--- config.mk ---
export PLATFORM = sky130hd
export DESIGN_NAME = hilo_pair_reg
export DESIGN_NICKNAME = d
export VERILOG_FILES = /design/src/rtl/hilo_pair_reg.sv
export SDC_FILE = /design/constraint.sdc
export NUM_CORES = 1
export LEC_CHECK = 0
export CORE_MARGIN = 2
export CORE_UTILIZATION = 37
export DETAILED_ROUTE_END_ITERATION = 6
export PLACE_DENSITY = 0.76
export SLEW_MARGIN = 0
export SYNTH_ARGS = -nofsm -noshare
export SYNTH_HDL_FRONTEND = slang
export SYNTH_SLANG_ARGS = --single-unit
--- constraint.sdc ---
create_clock -name clk -period 1.5 [get_ports clk]
set_clock_uncertainty 0.1 [all_clocks]
set_input_delay 0.3 -clock clk [delete_from_list [all_inputs] [get_ports clk]]
set_output_delay 0.3 -clock clk [all_outputs]
set_load 0.005 [all_outputs]
--- src/rtl/hilo_pair_reg.sv ---
// HI/LO result register pair fed by the mul/div unit and the datapath bus.
// Tracks an outstanding operation, stalls HI/LO access while it is pending, and times out lost results.
module hilo_pair_reg #(
    parameter int WIDTH   = 32,
    parameter int MAX_LAT = 40,
    parameter int CNT_W   = 6
) (
    input  logic               clk,
    input  logic               clr,
    input  logic               start,
    input  logic               pair_we,
    input  logic [2*WIDTH-1:0] pair_d,
    input  logic               lo_we,
    input  logic               hi_we,
    input  logic [WIDTH-1:0]   bus_d,
    input  logic               rd_req,
    output logic [WIDTH-1:0]   Q_low,
    output logic [WIDTH-1:0]   Q_high,
    output logic               busy,
    output logic               stall,
    output logic               err
);

    typedef enum logic [0:0] {
        IDLE    = 1'b0,
        PENDING = 1'b1
    } state_t;

    localparam logic [CNT_W-1:0] CNT_ZERO = {CNT_W{1'b0}};
    localparam logic [CNT_W-1:0] CNT_ONE  = {{(CNT_W-1){1'b0}}, 1'b1};
    // Last pending cycle in which a result is still accepted; the edge after it times out.
    localparam logic [CNT_W-1:0] CNT_LAST = CNT_W'(MAX_LAT - 1);

    state_t           state_r;
    state_t           state_nxt_s;
    logic [CNT_W-1:0] cnt_r;
    logic [CNT_W-1:0] cnt_nxt_s;
    logic [WIDTH-1:0] lo_r;
    logic [WIDTH-1:0] hi_r;
    logic [WIDTH-1:0] lo_nxt_s;
    logic [WIDTH-1:0] hi_nxt_s;
    logic             err_r;
    logic             err_nxt_s;
    logic             busy_s;
    logic             stall_s;
    logic             bus_wr_s;
    logic             timeout_s;

    assign bus_wr_s  = lo_we | hi_we;
    assign timeout_s = (cnt_r == CNT_LAST);

    // State and watchdog counter register
    always_ff @(posedge clk) begin
        if (clr) begin
            state_r <= IDLE;
            cnt_r   <= CNT_ZERO;
        end else begin
            state_r <= state_nxt_s;
            cnt_r   <= cnt_nxt_s;
        end
    end

    // Next-state and watchdog counter logic
    always_comb begin
        state_nxt_s = state_r;
        cnt_nxt_s   = cnt_r;
        case (state_r)
            IDLE: begin
                cnt_nxt_s = CNT_ZERO;
                if (start) begin
                    state_nxt_s = PENDING;
                end else begin
                    state_nxt_s = IDLE;
                end
            end
            PENDING: begin
                if (pair_we) begin
                    // A new start alongside the result chains straight into the next op.
                    cnt_nxt_s = CNT_ZERO;
                    if (start) begin
                        state_nxt_s = PENDING;
                    end else begin
                        state_nxt_s = IDLE;
                    end
                end else if (timeout_s) begin
                    state_nxt_s = IDLE;
                    cnt_nxt_s   = CNT_ZERO;
                end else begin
                    state_nxt_s = PENDING;
                    cnt_nxt_s   = cnt_r + CNT_ONE;
                end
            end
            default: begin
                state_nxt_s = IDLE;
                cnt_nxt_s   = CNT_ZERO;
            end
        endcase
    end

    // Status outputs decoded from the current state
    always_comb begin
        busy_s  = (state_r == PENDING);
        stall_s = busy_s & (rd_req | bus_wr_s);
    end

    // Next values of the halves and the sticky error flag
    always_comb begin
        lo_nxt_s  = lo_r;
        hi_nxt_s  = hi_r;
        err_nxt_s = err_r;
        case (state_r)
            IDLE: begin
                if (pair_we) begin
                    lo_nxt_s = pair_d[WIDTH-1:0];
                    hi_nxt_s = pair_d[2*WIDTH-1:WIDTH];
                end else begin
                    if (lo_we) begin
                        lo_nxt_s = bus_d;
                    end else begin
                        lo_nxt_s = lo_r;
                    end
                    if (hi_we) begin
                        hi_nxt_s = bus_d;
                    end else begin
                        hi_nxt_s = hi_r;
                    end
                end
            end
            PENDING: begin
                if (pair_we) begin
                    lo_nxt_s = pair_d[WIDTH-1:0];
                    hi_nxt_s = pair_d[2*WIDTH-1:WIDTH];
                end else begin
                    lo_nxt_s = lo_r;
                    hi_nxt_s = hi_r;
                end
                // Bus writes ignoring stall, stray starts and timeouts are all flagged.
                if (bus_wr_s | (~pair_we & (start | timeout_s))) begin
                    err_nxt_s = 1'b1;
                end else begin
                    err_nxt_s = err_r;
                end
            end
            default: begin
                lo_nxt_s  = lo_r;
                hi_nxt_s  = hi_r;
                err_nxt_s = err_r;
            end
        endcase
    end

    // Result halves and error flag registers
    always_ff @(posedge clk) begin
        if (clr) begin
            lo_r  <= {WIDTH{1'b0}};
            hi_r  <= {WIDTH{1'b0}};
            err_r <= 1'b0;
        end else begin
            lo_r  <= lo_nxt_s;
            hi_r  <= hi_nxt_s;
            err_r <= err_nxt_s;
        end
    end

    assign Q_low  = lo_r;
    assign Q_high = hi_r;
    assign busy   = busy_s;
    assign stall  = stall_s;
    assign err    = err_r;

endmodule
### Word-level counts from Yosys, hierarchy flattened

Cells that the tools add are included.

| storage, ports and cells | value |
|---|---|
| register bits after elaboration | 72 |
| input bits | 103 |
| output and inout port bits | 67 |
| word-level logic and storage cells | 36 |

| cells by class | value |
|---|---|
| add/sub/neg operators | 1 |
| equal/unequal tests | 4 |
| muxes and demuxes | 15 |
| bitwise gates (word level) | 8 |
| reductions and logical operators | 3 |

Operators with widths:

| cell | count |
|---|---|
| 32-bit 2-to-1 mux | 6 |
| 32-bit one-hot mux with 2 select lines | 2 |
| 6-bit 2-to-1 mux | 2 |
| 6-bit one-hot mux with 2 select lines | 1 |
| 6-bit by 1-bit adder with 6-bit output, second input constant | 1 |
| 6-bit == test, second input constant | 1 |
| 3-bit inequality test, second input constant | 2 |
| 2-bit AND reduction | 3 |
| 1-bit OR | 4 |
| 1-bit 2-to-1 mux | 3 |
| 1-bit AND | 2 |
| 2-bit inequality test, second input constant | 1 |
| 1-bit NOT | 2 |
| 1-bit one-hot mux with 2 select lines | 1 |

### Logic depth before layout (Yosys ltp)

| logic depth | value |
|---|---|
| word-level depth | 5 |
| depth in mapped cells | 6 |
| gate-level depth less buffers | 4 |

### Worst setup path after synthesis

No wires, ideal clock.

| timing | value |
|---|---|
| path kind | input to register |
| start point | input pair_we |
| end point | register lo_r[0] (netlist: Q_low[0]) |
| setup time | 0.120 ns |
| data arrival time | 1.232 ns |
| data required time | 1.280 ns |
| path slack | 0.049 ns |
| stages | 6 |
| buffers on the path | 3 |
| path through | buf_6 -> or2_1 -> buf_6 -> buf_6 -> a221oi_2 -> nor2_1 |

| between the ends | value |
|---|---|
| word-level cells in the longest chain between the ends | 2 |
| elaborated cells on any way between the ends | 5 |
| those cells by class | eq/ne (2); mux (2); reduce/logical (1) |

Ends and longest elaborated chain:

| element | RTL line | RTL |
|---|---|---|
| start, declared | 11 | `input logic pair_we,` |
| 32-bit 2-to-1 mux, or another cell as far along | 113 | `if (pair_we) begin` |
| 32-bit one-hot mux with 2 select lines or 2-bit AND reduction (tied branches) | -- |  |
| end signal, assigned | 155 | `lo_r <= {WIDTH{1'b0}};` |
| end signal, assigned | 159 | `lo_r <= lo_nxt_s;` |
| end, declared | 38 | `logic [WIDTH-1:0] lo_r;` |

Several ways; a longest one is shown, not always the timed one.
A chain may end at the register's enable or synchronous reset.

### Worst setup path after layout

| timing | value |
|---|---|
| start point | register state_r (netlist: busy) |
| end point | register lo_r[31] (netlist: Q_low[31]) |

| between the ends | value |
|---|---|
| word-level cells in the longest chain between the ends | 3 |
| elaborated cells on any way between the ends | 5 |
| those cells by class | eq/ne (2); mux (1); bitwise (1); reduce/logical (1) |

Ends and longest elaborated chain:

| element | RTL line | RTL |
|---|---|---|
| start, declared | 34 | `state_t state_r;` |
| start signal, assigned | 58 | `state_r <= state_nxt_s;` |
| 1-bit NOT | -- |  |
| 3-bit inequality test (no line) | -- |  |
| 2-bit AND reduction (no line) | -- |  |

Several ways; a longest one is shown, not always the timed one.

==> results.yml <==
status:
  status: "finished with violations"
  violations: "setup timing"
timing:
  worst_slack_ns: -0.0557
  finalMaxSlewViolations: 0
  finalHoldViolCount: 0
  post-route-min-period_ns: 1.56
  grt_setup_unrepaired: "true"
  setup-violations-final: 8
  maxSlewHeadroom_pct: 61.6
  finalCritPeriodShare_pct: 104
  final.setup.tns_ns: -0.0993
  worst_pin_slew_ns: 0.574
  maxClockFrequency_mhz: 643
placed_design:
  place.detailed.hpwl_mm: 8.64
  place_ws_ns: -0.366
  dpl_cell_area_mm2: 0.00566
  gp_congestion: 0.872
  port_buffers: 169
pwr:
  power.density_mw_per_mm2: 805
  power.internal_mw: 3.61
  total_power_mw: 5.16
  netSwitchingFraction_pct: 30.0
  p_switching_mw: 1.55
  clock_power_share_pct: 26.8
  power.ir.vdd_worst_mv: 0.514
  p_comb_share_pct: 31.2
  power.leakage_nw: 2.57
  power_frac_seq_pct: 42.0
layout:
  num_antenna_cells: 0
  layout_area_growth_over_synthesis_pct: 77.7
  layout.filler_cells: 791
  utilization_of_the_core_after_routing_pct: 66.6
  layout.cell_area.non_filler_mm2: 0.00642
  finalNetCount: 667
  final_layout_size_suffix_gt1_share_pct: 29.6
detailed_routing:
  wl_per_cell_um: 19.4
  initialDrtViolationCount: 123
  drc_violation_count_after_routing: 0
  drt_pre_antenna_iters: 4
  vias: 3964
  vias_per_cell: 5.65
  ant_nets: 0
  wl_mm: 13.6
yosys:
  flop_and_latch_count_out_of_synthesis: 72
  synthCells: 382
  post_synth_instance_area_mm2: 0.00361
  mappedNetlistNets: 486
  syn_area_per_cell_um2: 9.45
  yosysUniqueCellTypes: 28
  synth-warning-count: 0
  synth.yosys.seq_area_share_pct: 39.9
grt:
  grt_start_max_net_pins: 39
  grt_first_pass_wirelength_mm: 19.9
  globalRouteOverflowTotal: 0
  grt_antenna_before_repair: 0
  groute.usage.overall_pct: 24.1
  vias_in_the_first_global_route: 3972
floorplanning:
  core-area_mm2: 0.00964
  die-width_um: 103
  fp.dieH_um: 103
  io_pins: 170
  standard_cell_rows: 36
  initial_core_util_pct: 37.5
  floorplan.die_area_mm2: 0.0106
flow_run:
  maxCapViolCount: 0
clock_tree:
  cts.hold.buffers_added: 0
  cts.sinks: 72
  buffer_depth_of_the_longest_clock_path: 2
  clock_tree_from_tritoncts: "yes"
  clk_pin_slew_worst_paths_ns: 0.08
  cts_root_buffer: "sky130_fd_sc_hd__clkbuf_8"
  htree_levels: 3
  clock_latency_ns: 0.33
  cts_inserted_buffers: 9
worst_setup_path:
  setup.worst_path.class: "flip-flop to flip-flop"
  crit_path_max_fanout: 7
  critical_path_arrival_ns: 1.66
  timing.critical_path.slowest_cell_delay_ns: 0.36
  cpMaxStageDelayCell: "sky130_fd_sc_hd__dfxtp_4"
  ordered_cell_list_for_the_critical_path: "buf_6 -> or2_4 -> clkbuf_16 -> a221oi_2 -> nor2_1"
  critical_path.endpoint_type: "flip-flop"
  critical_path.startpoint_type: "flip-flop"
  timing.critical_path.required_ns: 1.61
min_path:
  worst_hold_path_type: "flip-flop to flip-flop"
==> state kept, by name (all words and copies together) (netlist names) <==
register and cells:
Q_high 32, Q_low 32, cnt_r 6, busy 1
err 1
==> cell usage after synthesis <==
master | n | area [um^2]
sky130_fd_sc_hd__dfxtp_1 | 72 | 1440
sky130_fd_sc_hd__nor2_1 | 68 | 255
sky130_fd_sc_hd__o31ai_1 | 64 | 480
sky130_fd_sc_hd__a221oi_1 | 36 | 315
sky130_fd_sc_hd__nor3b_1 | 33 | 248
sky130_fd_sc_hd__clkbuf_1 | 30 | 113
sky130_fd_sc_hd__a221oi_2 | 28 | 420
sky130_fd_sc_hd__buf_2 | 10 | 50.1
sky130_fd_sc_hd__buf_6 | 8 | 90.1
sky130_fd_sc_hd__inv_1 | 4 | 15.0
sky130_fd_sc_hd__nand2b_1 | 3 | 18.8
sky130_fd_sc_hd__nand3_1 | 3 | 15.0
sky130_fd_sc_hd__nor3_1 | 3 | 15.0
sky130_fd_sc_hd__o21ai_0 | 3 | 15.0
sky130_fd_sc_hd__nand2_1 | 2 | 7.51
sky130_fd_sc_hd__nor2b_1 | 2 | 12.5
sky130_fd_sc_hd__xor2_1 | 2 | 17.5
sky130_fd_sc_hd__a211oi_1 | 1 | 7.51
sky130_fd_sc_hd__a21oi_1 | 1 | 5.00
sky130_fd_sc_hd__buf_1 | 1 | 3.75
sky130_fd_sc_hd__ha_1 | 1 | 12.5
sky130_fd_sc_hd__inv_2 | 1 | 3.75
sky130_fd_sc_hd__nand4b_1 | 1 | 8.76
sky130_fd_sc_hd__o311a_1 | 1 | 10.0
sky130_fd_sc_hd__o31a_1 | 1 | 8.76
sky130_fd_sc_hd__or2_1 | 1 | 6.26
sky130_fd_sc_hd__or3_1 | 1 | 6.26
sky130_fd_sc_hd__xnor2_1 | 1 | 8.76
==> worst paths after layout <==
kind	startpoint	end	slack, ns	cells after the start
hold / removal	cnt_r[0]$_SDFF_PP0_	cnt_r[0]$_SDFF_PP0_	0.37	1
setup / recovery	busy$_SDFF_PP0_	Q_low[31]$_SDFFE_PP0P_	-0.06	5
hold reg to reg	cnt_r[0]$_SDFF_PP0_	cnt_r[0]$_SDFF_PP0_	0.37	1
setup reg to reg	busy$_SDFF_PP0_	Q_low[31]$_SDFFE_PP0P_	-0.06	5
==> per-layer routing <==
| metal | global-route usage (%) | up-vias | part of all wire [%] |
|---|---|---|---|
| li1 | - | 1862 | - |
| met1 | 29.0 | 1917 | 42 |
| met2 | 42.2 | 157 | 49 |
| met3 | 4.75 | 28 | 6.3 |
| met4 | 9.62 | 0 | 2.6 |
| met5 | 0 | - | 0 |
==> through the flow <==
stage               hold slack [ns]  instances
floorplan                     0.273        382
global placement              0.330        675
detailed placement            0.351        675
CTS                           0.340        696
global route                  0.390        701
finish                        0.366        701
==> cell type report <==
| type | count | area (um^2) | area share [%] |
|---|---|---|---|
| clock buffers | 11 | 141 | 2.20 |
| clock inverters | 5 | 32.5 | 0.507 |
| inverters | 5 | 18.8 | 0.293 |
| multi-input cells | 257 | 2310 | 36.1 |
| flip-flops and latches | 72 | 1480 | 23.0 |
| well taps | 133 | 166 | 2.59 |
| repair buffers | 218 | 2270 | 35.4 |
==> placed cells by master, fill, tap and decap left out, types with 3 or more instances in the layout <==
cell type,count
sky130_fd_sc_hd__clkdlybuf4s50_1,99
sky130_fd_sc_hd__nor2_1,68
sky130_fd_sc_hd__dlygate4sd2_1,66
sky130_fd_sc_hd__o31ai_1,64
sky130_fd_sc_hd__a221oi_2,50
sky130_fd_sc_hd__dfxtp_1,47
sky130_fd_sc_hd__buf_4,27
sky130_fd_sc_hd__nor3b_1,26
sky130_fd_sc_hd__dfxtp_2,24
sky130_fd_sc_hd__buf_12,14
sky130_fd_sc_hd__a221oi_4,13
sky130_fd_sc_hd__clkbuf_8,10
sky130_fd_sc_hd__nor3b_2,7
sky130_fd_sc_hd__clkbuf_16,4
sky130_fd_sc_hd__nand3_1,3
sky130_fd_sc_hd__nor3_1,3
sky130_fd_sc_hd__inv_1,3
sky130_fd_sc_hd__clkinvlp_4,3
sky130_fd_sc_hd__buf_6,3
==> critical path: cells and delay by family (launching register included) <==
kind | cells | cell delay (ns)
flops | 1 | 0.36
buf+inv | 2 | 0.32
compound gates | 1 | 0.27
simple gates | 2 | 0.38
==> power by group through the flow <==
stage / sequential, mW / combinational, mW / clock, mW
global placement: 2.20 / 1.40 / 0
detailed placement: 2.20 / 1.42 / 0
finish: 2.17 / 1.61 / 1.39
global route: 2.18 / 1.72 / 1.48
CTS: 2.16 / 1.47 / 1.40
floorplan: 2.20 / 0.591 / 0
==> logic make-up (layout without fill, tap and decap cells) <==
| group | count (synthesis) | after routing | synth area share, % |
|---|---|---|---|
| buffers and inverters | 54 | 239 | 7.62 |
| and+or+nand+nor | 117 | 118 | 16.4 |
| AOI/OAI and AO/OA | 135 | 135 | 35.0 |
| xor gates and xnor gates | 3 | 3 | 0.728 |
| adders and majority gates | 1 | 1 | 0.346 |
| DFF | 72 | 72 | 39.9 |
==> repair_timing <==
action / in CTS / in global routing
endpoints found under the setup margin: 113 / 70
buffers inserted: 3 / 0
cloned: 2 / 5
gates resized for setup: 141 / 30
pin swaps: 27 / 40
Power figures use the tool's default switching activity.
